**src/rtl/add_image_hls_deadlock_pkg.sv**
```systemverilog
// Shared types, default sizes and the set-bit scan helper for the add_image
// dataflow deadlock detector.
package add_image_hls_deadlock_pkg;

  // Default sizing for the add_image dataflow region (14 processes).
  localparam int NUM_PROC_DEF = 14;
  localparam int IDX_W_DEF    = 4;
  localparam int CNT_W_DEF    = 16;

  // Widest block vector the scan helper handles; callers zero-extend to this.
  localparam int MAX_PROC     = 32;

  typedef enum logic [2:0] {
    ST_IDLE,
    ST_SUSPECT,
    ST_CONFIRMED,
    ST_REPORT,
    ST_DONE
  } dd_state_e;

  // Index of the lowest set bit of vec at position start or above, or -1 if
  // there is none. Scanning downwards leaves the lowest qualifying hit in res.
  function automatic int lowest_set_at_or_above(input logic [MAX_PROC-1:0] vec,
                                                input int                  start);
    int res;
    res = -1;
    for (int i = MAX_PROC - 1; i >= 0; i--) begin
      if (i >= start && vec[i]) begin
        res = i;
      end
    end
    return res;
  endfunction

endpackage

```
**src/rtl/add_image_hls_deadlock_bit_walker.sv**
```systemverilog
// Combinational walker over the confirmed block snapshot: given the entry
// currently being reported, finds the next blocked process above it and
// flags whether the current entry is the final one.
module add_image_hls_deadlock_bit_walker
  import add_image_hls_deadlock_pkg::*;
#(
  parameter int NUM_PROC = NUM_PROC_DEF,
  parameter int IDX_W    = IDX_W_DEF
) (
  input  logic [NUM_PROC-1:0] snapshot_i,
  input  logic [IDX_W-1:0]    cur_idx_i,
  output logic [IDX_W-1:0]    next_idx_o,
  output logic                last_o
);

  int next_pos;

  // Search strictly above the current entry; no hit means this entry is last.
  always_comb begin
    next_pos   = lowest_set_at_or_above(MAX_PROC'(snapshot_i), int'(cur_idx_i) + 1);
    last_o     = (next_pos < 0);
    next_idx_o = last_o ? cur_idx_i : IDX_W'(next_pos);
  end

endmodule

```
**src/rtl/add_image_hls_deadlock_detector.sv**
```systemverilog
// Deadlock detector for the add_image HLS dataflow region. Watches the
// per-process monitor block bits, confirms a deadlock once the same non-zero
// block pattern persists for the programmed number of samples, latches a
// sticky flag plus snapshot, then streams the blocked process indices out
// over a valid/ready report port.
module add_image_hls_deadlock_detector
  import add_image_hls_deadlock_pkg::*;
#(
  parameter int NUM_PROC = NUM_PROC_DEF,
  parameter int IDX_W    = IDX_W_DEF,   // 2**IDX_W must cover NUM_PROC
  parameter int CNT_W    = CNT_W_DEF
) (
  input  logic                clock,
  input  logic                reset,
  input  logic                enable,
  input  logic [CNT_W-1:0]    confirm_cycles,
  input  logic [NUM_PROC-1:0] proc_block,
  input  logic [NUM_PROC-1:0] proc_idle,
  input  logic                clear,
  output logic                deadlock,
  output logic [NUM_PROC-1:0] block_snapshot,
  output logic                report_valid,
  output logic [IDX_W-1:0]    report_idx,
  output logic                report_last,
  input  logic                report_ready
);

  dd_state_e           state_q, state_d;
  logic [NUM_PROC-1:0] prev_block_q, prev_block_d;
  logic [CNT_W-1:0]    cnt_q, cnt_d;
  logic [IDX_W-1:0]    cur_idx_q, cur_idx_d;
  logic                deadlock_q, deadlock_d;
  logic [NUM_PROC-1:0] snapshot_q, snapshot_d;

  logic                sample_active;
  logic [CNT_W-1:0]    confirm_limit;
  logic [IDX_W-1:0]    first_idx;
  logic [IDX_W-1:0]    walk_next_idx;
  logic                walk_last;
  logic                handshake;

  add_image_hls_deadlock_bit_walker #(
    .NUM_PROC (NUM_PROC),
    .IDX_W    (IDX_W)
  ) u_bit_walker (
    .snapshot_i (snapshot_q),
    .cur_idx_i  (cur_idx_q),
    .next_idx_o (walk_next_idx),
    .last_o     (walk_last)
  );

  // A sample is suspicious only while enabled, something is blocked and the
  // region is not simply idle as a whole.
  always_comb begin
    sample_active = enable && (|proc_block) && !(&proc_idle);
    // A zero threshold behaves like one: confirm once cnt reaches C-1.
    confirm_limit = (confirm_cycles == '0) ? '0 : confirm_cycles - CNT_W'(1);
    first_idx     = IDX_W'(lowest_set_at_or_above(MAX_PROC'(snapshot_q), 0));
  end

  // Report port: entries are only presented in REPORT; zero elsewhere.
  always_comb begin
    report_valid   = (state_q == ST_REPORT);
    report_idx     = report_valid ? cur_idx_q : '0;
    report_last    = report_valid && walk_last;
    handshake      = report_valid && report_ready;
    deadlock       = deadlock_q;
    block_snapshot = snapshot_q;
  end

  // Next-state logic: persistence tracking, confirmation and report walk.
  always_comb begin
    // NOTE: every _d starts as its _q so no path through the case leaves a
    // variable unassigned; that is what keeps this block free of latches.
    state_d      = state_q;
    prev_block_d = prev_block_q;
    cnt_d        = cnt_q;
    cur_idx_d    = cur_idx_q;
    deadlock_d   = deadlock_q;
    snapshot_d   = snapshot_q;

    if (clear) begin
      // Clear wins over a same-cycle handshake and any pending detection.
      state_d      = ST_IDLE;
      prev_block_d = '0;
      cnt_d        = '0;
      cur_idx_d    = '0;
      deadlock_d   = 1'b0;
      snapshot_d   = '0;
    end else begin
      unique case (state_q)
        ST_IDLE: begin
          cnt_d = '0;
          if (sample_active) begin
            state_d      = ST_SUSPECT;
            cnt_d        = CNT_W'(1);
            prev_block_d = proc_block;
          end
        end

        ST_SUSPECT: begin
          if (!sample_active) begin
            state_d = ST_IDLE;
            cnt_d   = '0;
          end else if (proc_block != prev_block_q) begin
            // Pattern moved: the region is making progress, restart the run.
            cnt_d        = CNT_W'(1);
            prev_block_d = proc_block;
          end else if (cnt_q >= confirm_limit) begin
            state_d    = ST_CONFIRMED;
            deadlock_d = 1'b1;
            snapshot_d = proc_block;
          end else if (cnt_q != '1) begin
            cnt_d = cnt_q + CNT_W'(1);
          end
        end

        ST_CONFIRMED: begin
          cur_idx_d = first_idx;
          state_d   = ST_REPORT;
        end

        ST_REPORT: begin
          if (handshake) begin
            if (walk_last) begin
              state_d = ST_DONE;
            end else begin
              cur_idx_d = walk_next_idx;
            end
          end
        end

        ST_DONE: begin
          // Result is sticky until clear or reset.
        end

        default: begin
          state_d = ST_IDLE;
        end
      endcase
    end
  end

  // State register with synchronous active-high reset.
  always_ff @(posedge clock) begin
    // NOTE: sequential state uses non-blocking assignments so every flop
    // samples the pre-edge values, independent of statement order.
    if (reset) begin
      state_q      <= ST_IDLE;
      prev_block_q <= '0;
      cnt_q        <= '0;
      cur_idx_q    <= '0;
      deadlock_q   <= 1'b0;
      snapshot_q   <= '0;
    end else begin
      state_q      <= state_d;
      prev_block_q <= prev_block_d;
      cnt_q        <= cnt_d;
      cur_idx_q    <= cur_idx_d;
      deadlock_q   <= deadlock_d;
      snapshot_q   <= snapshot_d;
    end
  end

endmodule
```
**config.mk**
```make
export PLATFORM = sky130hd
export DESIGN_NAME = add_image_hls_deadlock_detector
export DESIGN_NICKNAME = d
export VERILOG_FILES = /design/src/rtl/add_image_hls_deadlock_pkg.sv /design/src/rtl/add_image_hls_deadlock_bit_walker.sv /design/src/rtl/add_image_hls_deadlock_detector.sv
export SDC_FILE = /design/constraint.sdc
export NUM_CORES = 1
export LEC_CHECK = 0
export ABC_AREA = 1
export CAP_MARGIN = 20
export CORE_MARGIN = 2
export CORE_UTILIZATION = 40
export DETAILED_ROUTE_END_ITERATION = 12
export GPL_ROUTABILITY_DRIVEN = 0
export GPL_TIMING_DRIVEN = 0
export SLEW_MARGIN = 20
export SYNTH_ARGS = -nofsm -noshare
export SYNTH_HDL_FRONTEND = slang
export SYNTH_SLANG_ARGS = --single-unit
export TNS_END_PERCENT = 20
```
**constraint.sdc**
```tcl
create_clock -name clock -period 8.3 [get_ports clock]
set_input_delay 0.83 -clock clock [delete_from_list [all_inputs] [get_ports clock]]
set_output_delay 0.83 -clock clock [all_outputs]
set_load 0.02 [all_outputs]
```
; Yosys cells after proc, flatten, opt, wreduce, memory -nomap -nowiden
; Cells that the tools add are included.
; Widths: inputs -> output; s select.
[op_classes]
order_cmp = 16
muxes = 50
bitwise_logic = 2
n_reduce_logical = 31
eq_ne = 16
n_addsub = 3
[op_table]
columns = op, n
row1 = $mux 32, 14
row2 = $ge 5x32->1 const A, 6
row3 = $ge 4x32->1 const A, 4
row4 = $mux 16, 5
row5 = $ge 3x32->1 const A, 2
row6 = $mux 4, 16
row7 = $mux 14, 3
row8 = $ge 1x32->1 const A, 1
row9 = $ge 2x32->1 const A, 1
row10 = $lt 32x1->1 const B, 1
row11 = $pmux 16 s2, 1
row12 = $pmux 14 s2, 1
row13 = $logic_and 1x1->1, 18
row14 = $mux 3, 6
row15 = $add 16x1->16 const B, 1
row16 = $ge 16x16->1, 1
row17 = $logic_not 16->1, 1
row18 = $ne 16x16->1 const B, 1
row19 = $sub 16x1->16 const B, 1
row20 = $pmux 3 s5, 1
row21 = $ne 14x14->1, 1
row22 = $reduce_and 14->1, 1
row23 = $reduce_or 14->1, 1
row24 = $ne 2x2->1 const B, 4
row25 = other kinds (18), 26
[totals]
output_inout_bits = 21
regBits = 52
wordCells = 124
inputBits = 49

; Longest topological paths before layout
; Gate-level depths: netlist of the first run.
[logic_depth]
depth_word = 21
mapped_depth = 23
ltp_nobuf = 23

; Hierarchy
; Synthesis of the first run repeated with hierarchy kept, for this count alone.
[unflattened]
hier_cells = 700
hier_area_um2 = 4329.2
[modules_own_cells]
columns = mod, area_each_um2, cells_per_inst, n_inst
row1 = add_image_hls_deadlock_detector, 3773.6, 601, 1
row2 = add_image_hls_deadlock_bit_walker, 555.5, 99, 1

; Least setup slack after synthesis of the first run
; No wires, ideal clock.
[synth_path]
path_type = in2reg
startpoint = in confirm_cycles[0]
endpoint = reg cnt_q[13]
setup_time_ns = 0.123
setup_slack_ns = 4.635
arrival_time_ns = 3.542
path_buffers = 1
t_required_ns = 8.177
stages = 20
cell_sequence = inv_1 ha_1 nand2_1 nor3_1 inv_1 nor3_2 nand4_1 nor3_2 a21oi_1 o21ai_0 ha_1 a21oi_1 o21ai_0 a21oi_1 nand3_1 nand3_1 nand3_2 buf_4 a21oi_1 nor3_2
[synth_via]
elab_chain_len = 5
word_cells_on_any_way = 6
cone_classes = add/sub: 1 / order compare: 1 / eq/ne: 1 / mux: 1 / reduce/logical: 2
[synth_rtl]
columns = element, line
row1 = "start, declared", add_image_hls_deadlock_detector.sv:16  ; input logic [CNT_W-1:0] confirm_cycles,
row2 = $sub 16x1->16 or $logic_not 16->1 (tied branches), add_image_hls_deadlock_detector.sv:57  ; confirm_limit = (confirm_cycles == '0) ? '0 : confirm_cycles - CNT_W'(1);
row3 = $mux 16 *, add_image_hls_deadlock_detector.sv:57
row4 = $ge 16x16->1 *, add_image_hls_deadlock_detector.sv:109  ; end else if (cnt_q >= confirm_limit) begin
row5 = $ne 4x4->1 (no source line) *, n/a
row6 = $reduce_and 3->1 (no source line) *, n/a
row7 = "end signal, assigned", add_image_hls_deadlock_detector.sv:158  ; cnt_q <= cnt_d;
row8 = "end, declared", add_image_hls_deadlock_detector.sv:30  ; logic [CNT_W-1:0] cnt_q, cnt_d;
; Mark *: on every way between the ends. The rest lies on a longest branch, timed or not.
; A chain may end at the register's enable or synchronous reset.

; Worst setup path in the final report of the first run
[layout_path]
startpoint = in confirm_cycles[0]
endpoint = reg cnt_q[12]
; The elaborated chain is that of the path after synthesis.

==> results of run 1 <==
## sequential cells by signal, indices dropped and copies added (netlist names)
register / cells
block_snapshot: 14
cnt_q: 16
cur_idx_q: 4
prev_block_q: 14
deadlock: 1
state_q: 3
## worst max-delay path by stage
stage / slack, ns / to / cells past startpoint / startpoint
floorplan: 4.64 / cnt_q[13]$_SDFFE_PP0P_ / 20 / confirm_cycles[0]
global route: 3.27 / cnt_q[13]$_SDFFE_PP0P_ / 21 / confirm_cycles[0]
CTS: 3.71 / cnt_q[13]$_SDFFE_PP0P_ / 21 / confirm_cycles[0]
finish: 3.74 / cnt_q[12]$_SDFFE_PP0P_ / 21 / confirm_cycles[0]
detailed placement: 3.37 / cnt_q[13]$_SDFFE_PP0P_ / 21 / confirm_cycles[0]
global placement: 3.50 / cnt_q[1]$_SDFFE_PP0P_ / 21 / confirm_cycles[0]
## through the flow
stage,total power [mW],area [um2],hold slack [ns],instances,setup WS (ns)
2_1_floorplan,0.301,4000,0.442,610,4.64
3_3_place_gp,0.339,4850,0.463,812,3.50
3_5_place_dp,0.340,4850,0.465,812,3.37
4_1_cts,0.523,4970,0.479,820,3.71
5_1_grt,0.546,4970,0.509,820,3.27
6_report,0.521,4970,0.473,820,3.74
## per-layer routing
layer  wire length [um]  part of all wire (%)
met5                  0                     0
met3                399                   3.7
met4                 77                  0.72
met1               5390                    51
met2               4790                    45
## worst max-delay path, delay by kind of cell
kind	cells	cell delay, ns
adder cells (fa/ha/maj)	2	0.46
AND/OR/NAND/NOR	9	1.82
buffers and inverters	4	0.84
AO/OA/AOI/OAI	6	0.83
## cell families (layout without fill, tap and decap cells)
logic type | after synthesis | in the layout | synth area share [%]
flops | 52 | 52 | 26.0
fa+ha+maj | 23 | 23 | 7.20
compound gates | 125 | 125 | 17.4
xor+xnor | 22 | 22 | 4.82
buf+inv | 95 | 172 | 9.73
simple gates | 293 | 293 | 34.8
## cell usage in the layout, fill, tap and decap left out, drive strengths merged
master	n
a21boi	1
a21oi	53
a311oi	1
a31oi	4
buf	6
bufinv	1
clkbuf	10
clkdlybuf4s50	69
clkinv	2
clkinvlp	1
dfxtp	52
ha	23
inv	83
nand2	122
nand3	32
nand4	14
nor2	83
nor3	29
nor4	5
o211ai	1
o21ai	62
o21bai	1
o31a	1
o31ai	1
or2	7
or3	1
xnor2	9
xor2	13
## report_power, final
part | internal [mW] | leakage (nW) | switching (mW)
clock | 0.0911 | 0.0548 | 0.0945
sequential | 0.254 | 0.421 | 0.00318
combinational | 0.0383 | 1.58 | 0.0398
## cell type report
class	count	area (um2)	share of cell area, %
Multi-Input combinational cell	463	2570	51.7
Sequential cell	52	1040	20.9
Timing Repair Buffer	69	691	13.9
Inverter	84	319	6.42
Tap cell	133	166	3.35
Buffer	11	70.1	1.41
Clock buffer	5	68.8	1.38
Clock inverter	3	46.3	0.932
==> flow_metrics.env, run 1 <==
export IMPL_ioPinCount=70
export IMPL_synth_seq_area_share_pct=26.0
export IMPL_n_fill_cell=1037
export IMPL_grt_first_pass_wirelength_mm=17.9
export IMPL_wl_mm=10.7
export IMPL_num_vias=4130
export IMPL_cts_sink_count=52
export IMPL_number_of_core_rows=36
export IMPL_maxClockFrequency_ghz=0.219
export IMPL_place_port_buffers=69
export IMPL_synthesis_yosys_warnings=0
export IMPL_portion_of_the_clock_cycle_consumed_by_the_worst_path_in_the_final_layout_pct=54.9
export IMPL_synthDominantCellAreaShare_pct=26.0
export IMPL_hpwlAfterDp_mm=8.60
export IMPL_num_antenna_cells=0
export IMPL_globalRouteMet3Util_pct=2.76
export IMPL_synth_edf_count=0
export IMPL_clk_pin_slew_worst_paths_ns=0.10
export IMPL_area_delta_synth_final_pct=24.3
export IMPL_worstSetupEndpointType="flop"
export IMPL_drt_wirelength_per_cell_um=13.0
export IMPL_fp_dieArea_um2=10800
export IMPL_mappedNetlistNets=682
export IMPL_cts_tree="yes"
export IMPL_drt_pass1_iter_count=6
export IMPL_synthesis_area_per_instance_um2=6.55
export IMPL_reg2reg_from="cur_idx_q[1]$_SDFFE_PP0P_"
export IMPL_timing_max_transition_violations_final=0
export IMPL_drive_gt1_share_pct=9.46
export IMPL_run_status="complete, no violations"
export IMPL_syn_inst=610
export IMPL_synth_area_leaders="sky130_fd_sc_hd__dfxtp_1, sky130_fd_sc_hd__nand2_1, sky130_fd_sc_hd__nor2_1, sky130_fd_sc_hd__ha_1, sky130_fd_sc_hd__inv_1"
export IMPL_tightest_slew_ns=0.582
export IMPL_peak_supply_drop_uv=76.1
export IMPL_final_core_utilization_pct=51.1
export IMPL_root_buffer="sky130_fd_sc_hd__clkbuf_8"
export IMPL_antenna_found_initial=0
export IMPL_h_tree_lvls=2
export IMPL_unrepaired_setup_endpoints_after_global_routing="no"
export IMPL_min_path_cells=2
export IMPL_placeable_core_region_um2=9730
export IMPL_worstHoldEndpoint="prev_block_q[0]$_SDFFE_PP0P_"
export IMPL_grt_util_met1_pct=28.3
export IMPL_synthTopCellsByCount="sky130_fd_sc_hd__nand2_1, sky130_fd_sc_hd__nor2_1, sky130_fd_sc_hd__inv_1"
export IMPL_cts_max_path_buffers=2
export IMPL_arrival_ns=4.77
export IMPL_reg2reg_to="cur_idx_q[2]$_SDFFE_PP0P_"
export IMPL_postRouteAntennaNets=0
export IMPL_synth_most_common_cell="sky130_fd_sc_hd__nand2_1"
export IMPL_detail_route_drc_violations=0
export IMPL_busiest_layer="met2"
export IMPL_sort_of_element_at_the_start_of_the_critical_path="input pin"
export IMPL_viasPerCell=5.04
export IMPL_floorplan_initialDensity_pct=41.1
export IMPL_hold_violations=0
export IMPL_cts_buffers=5
export IMPL_pin_count_of_the_biggest_net_entering_global_routing=18
export IMPL_synthDistinctLibCells=46
export IMPL_fin_worst_skew_ns=0.00615
export IMPL_timing_worst_setup_path_type="input pin to flop"
export IMPL_cts_post_setup_buffers_inserted=0
export IMPL_flip_flop_and_latch_count_after_synthesis=52
export IMPL_crit_path_max_fanout=10
export IMPL_setup_total_negative_slack_ns=0
export IMPL_gr_usage_all_layers_pct=19.8
export IMPL_gr_usage_met2_pct=32.3
export IMPL_netlist_area_um2=4000
export IMPL_worstPathRequired_ns=8.51
export IMPL_pwr_density_cell_nw_per_um2=105
export IMPL_netlist_top_cell_by_area="sky130_fd_sc_hd__dfxtp_1"
export IMPL_hold_path_class="flop to flop"
export IMPL_nets=758
export IMPL_reg2reg_slack_ns=5.95
export IMPL_crit_path_cell_trace="clkdlybuf4s50_1 > inv_1 > ha_1 > nand2_1 > nor3_1 > inv_1 > nor3_2 > nand4_1 > nor3_2 > a21oi_1 > o21ai_0 > ha_1 > a21oi_1 > o21ai_0 > a21oi_1 > nand3_1 > nand3_1 > nand3_2 > buf_4 > a31oi_1 > nor2_1"
export IMPL_grt_pass1_vias=3812
export IMPL_die_h_um=104
export IMPL_cts_hold_repair_buffers=0
export IMPL_drt_iter0_drcs=157
export IMPL_synth_async_sr_flop_share_pct=0
export IMPL_slowest_stage="sky130_fd_sc_hd__clkdlybuf4s50_1"
export IMPL_max_slew_margin_rel_pct=61.2
export IMPL_finalSetupViolations=0
export IMPL_fp_dieW_um=104
export IMPL_crit_top_cell="sky130_fd_sc_hd__a21oi_1"
export IMPL_clock_insertion_delay_worst_skew_ns=0.31
export IMPL_post_cts_resized=0
export IMPL_period_minus_slack_ns=4.56
export IMPL_grt_ovfl_total=0
export IMPL_synth_ff_type="sky130_fd_sc_hd__dfxtp_1"
export IMPL_hp_start="prev_block_q[0]$_SDFFE_PP0P_"
export IMPL_drv_cap=0
export IMPL_slowest_delay_ns=0.42
export IMPL_worst_r2r_path_depth=14
export IMPL_leakage_nw=2.06
Note: power is estimated with default switching activity, not from simulation.
==> inputs of run 2 (changes only) <==
- clock period: 8.3 -> 4.5 ns (I/O delays scaled with it)
==> run 2 against run 1 <==
  * Cell count is 0.24% higher
  * Critical endpoint unchanged
  * Clock skew down 0.0011 ns
  * Design area increased by 0.43%
  * Wire length is 0.41% higher
  * Non-clock buffer count rose by 2
  * Via count increased by 1.2%
  * Register-to-register slack got worse by 3.8 ns
  * Global-route usage is the same
  * Core utilization rose by 0.22 points
  * Combinational power is 85% higher
  * Largest power group unchanged
==> flow_metrics.env, run 2 (synthesis gave the netlist of run 1 again) <==
export IMPL_maxClockFrequency_ghz=0.243
export IMPL_grt_pass1_vias=3812
export IMPL_drt_iter0_drcs=209
export IMPL_switching_share_pct=26.6
export IMPL_antenna_found_initial=0
export IMPL_hold_violations=0
export IMPL_grt_ovfl_total=0
export IMPL_pin_count_of_the_biggest_net_entering_global_routing=18
export IMPL_post_route_worst_setup_slack_ns=0.380
export IMPL_power_switching_uw=256
export IMPL_globalRouteMet3Util_pct=2.76
export IMPL_leakage_nw=2.08
export IMPL_portion_of_the_clock_cycle_consumed_by_the_worst_path_in_the_final_layout_pct=91.6
export IMPL_cts_max_path_buffers=2
export IMPL_pwr_density_cell_nw_per_um2=193
export IMPL_fp_dieArea_um2=10800
export IMPL_sort_of_element_at_the_start_of_the_critical_path="input pin"
export IMPL_path_buf_inv=5
export IMPL_final_cell_mix="sky130_fd_sc_hd__nand2_1, sky130_fd_sc_hd__nor2_1, sky130_fd_sc_hd__inv_1"
export IMPL_die_h_um=104
export IMPL_cts_tree="yes"
export IMPL_peak_supply_drop_uv=141
export IMPL_ioPinCount=70
export IMPL_worstSetupEndpointType="flop"
export IMPL_viasPerCell=5.09
export IMPL_drt_wirelength_per_cell_um=13.0
export IMPL_slowest_stage="sky130_fd_sc_hd__clkdlybuf4s50_1"
export IMPL_seqPwrFrac_pct=49.2
export IMPL_hpwlAfterDp_mm=8.60
export IMPL_clk_pin_slew_worst_paths_ns=0.10
export IMPL_flip_flop_count_of_the_largest_register_after_layout=16
export IMPL_arrival_ns=4.34
export IMPL_max_flop_register="cnt_q"
export IMPL_detail_route_drc_violations=0
export IMPL_slowest_delay_ns=0.42
export IMPL_reg2reg_slack_ns=2.13
export IMPL_n_fill_cell=1033
export IMPL_floorplan_initialDensity_pct=41.1
export IMPL_place_port_buffers=69
export IMPL_worstPathRequired_ns=4.72
export IMPL_drive_gt1_share_pct=9.72
export IMPL_crit_path_cell_trace="clkdlybuf4s50_1 > inv_1 > ha_1 > nand2_1 > nor3_1 > inv_1 > nor3_2 > nand4_1 > nor3_4 > buf_4 > a21oi_1 > o21ai_0 > ha_1 > a21oi_1 > o21ai_0 > a21oi_1 > nand3_1 > nand3_1 > nand3_2 > buf_4 > a31oi_1 > nor2_1"
export IMPL_drv_cap=0
export IMPL_num_vias=4180
export IMPL_unrepaired_setup_endpoints_after_global_routing="no"
export IMPL_crit_top_cell="sky130_fd_sc_hd__a21oi_1"
export IMPL_timing_max_transition_violations_final=0
export IMPL_nets=760
export IMPL_run_status="complete, no violations"
export IMPL_drt_pass1_iter_count=4
export IMPL_clock_insertion_delay_worst_skew_ns=0.31
export IMPL_placeable_core_region_um2=9730
export IMPL_power_combinational_fraction_pct=15.0
export IMPL_final_core_utilization_pct=51.3
export IMPL_grt_util_met1_pct=28.3
export IMPL_root_buffer="sky130_fd_sc_hd__clkbuf_8"
export IMPL_area_delta_synth_final_pct=24.9
export IMPL_cellInternalPower_uw=707
export IMPL_period_minus_slack_ns=4.12
export IMPL_max_slew_margin_rel_pct=61.2
export IMPL_timing_worst_setup_path_type="input pin to flop"
export IMPL_fin_worst_skew_ns=0.00505
export IMPL_fp_dieW_um=104
export IMPL_cts_sink_count=52
export IMPL_power_clock_fraction_pct=35.8
export IMPL_layout_cells_most_common="sky130_fd_sc_hd__nand2_1"
export IMPL_cp_top_delay_family="simple AND/OR/NAND/NOR gates"
export IMPL_num_antenna_cells=0
export IMPL_hold_path_class="flop to flop"
export IMPL_gr_usage_all_layers_pct=19.8
export IMPL_gr_usage_met2_pct=32.3
export IMPL_cts_buffers=5
export IMPL_tightest_slew_ns=0.582
export IMPL_postRouteAntennaNets=0
export IMPL_crit_path_max_fanout=10
export IMPL_dp_worst_setup_slack_ns=-0.0460
export IMPL_wl_mm=10.7
export IMPL_finalSetupViolations=0
export IMPL_busiest_layer="met2"
export IMPL_number_of_core_rows=36
export IMPL_grt_first_pass_wirelength_mm=17.9
export IMPL_h_tree_lvls=2
run 2: timing repair:
item	CTS	global route
resized for setup	0	1
setup endpoints to repair	0	16
hold buffers	0	0
setup buffers	0	2
run 2: worst reg2reg max path: stages (launching register included):
cell and delay [ns]:
sky130_fd_sc_hd__dfxtp_1 0.47, sky130_fd_sc_hd__inv_1 0.14, sky130_fd_sc_hd__ha_1 0.20, sky130_fd_sc_hd__nor2_1 0.20, sky130_fd_sc_hd__inv_1 0.09, sky130_fd_sc_hd__o21ai_1 0.14, sky130_fd_sc_hd__nor2_1 0.07, sky130_fd_sc_hd__nor2_1 0.14
sky130_fd_sc_hd__nand2_1 0.12, sky130_fd_sc_hd__clkinv_2 0.07, sky130_fd_sc_hd__nand4_2 0.10, sky130_fd_sc_hd__or2_4 0.26, sky130_fd_sc_hd__nand2_4 0.10, sky130_fd_sc_hd__o21ai_1 0.07, sky130_fd_sc_hd__a21oi_1 0.14
run 2: path summary, 6_finish.rpt:
path | startpoint | cells past startpoint | end
min reg2reg | prev_block_q[0]$_SDFFE_PP0P_ | 2 | prev_block_q[0]$_SDFFE_PP0P_
max reg2reg | cur_idx_q[1]$_SDFFE_PP0P_ | 14 | cur_idx_q[2]$_SDFFE_PP0P_
max | confirm_cycles[0] | 22 | cnt_q[12]$_SDFFE_PP0P_
min | prev_block_q[0]$_SDFFE_PP0P_ | 2 | prev_block_q[0]$_SDFFE_PP0P_
run 2: power groups by stage:
stage / clock (mW) / sequential (mW) / combinational (mW)
after floorplan: 0 / 0.483 / 0.0726
after global placement: 0 / 0.484 / 0.141
after detailed placement: 0 / 0.484 / 0.144
after CTS: 0.346 / 0.474 / 0.144
after global routing: 0.369 / 0.475 / 0.163
final: 0.344 / 0.474 / 0.145
run 2: cell type report:
| class | count | area (um2) | share of cell area [%] |
|---|---|---|---|
| multi-input cells | 463 | 2570 | 51.6 |
| flip-flops and latches | 52 | 1040 | 20.9 |
| repair buffers | 71 | 706 | 14.1 |
| inverters | 84 | 319 | 6.39 |
| well taps | 133 | 166 | 3.33 |
| plain buffers | 11 | 70.1 | 1.40 |
| clock buffers | 5 | 68.8 | 1.38 |
| clock inverters | 3 | 46.3 | 0.928 |
run 2: routing by layer:
layer  share of wire (%)  routed length, um
met1                  49               5290
met2                  45               4830
met3                 4.4                473
met4                0.97                104
met5                   0                  0
run 2: through the flow:
stage                     total power [mW]  area, um2  std cells  setup TNS (ns)  hold slack (ns)
after detailed placement             0.628       4850        812          -0.273            0.465
after global placement               0.625       4850        812               0            0.463
after global routing                  1.01       4990        822               0            0.509
after CTS                            0.964       4970        820               0            0.479
final                                0.963       4990        822               0            0.473
after floorplan                      0.555       4000        610               0            0.442
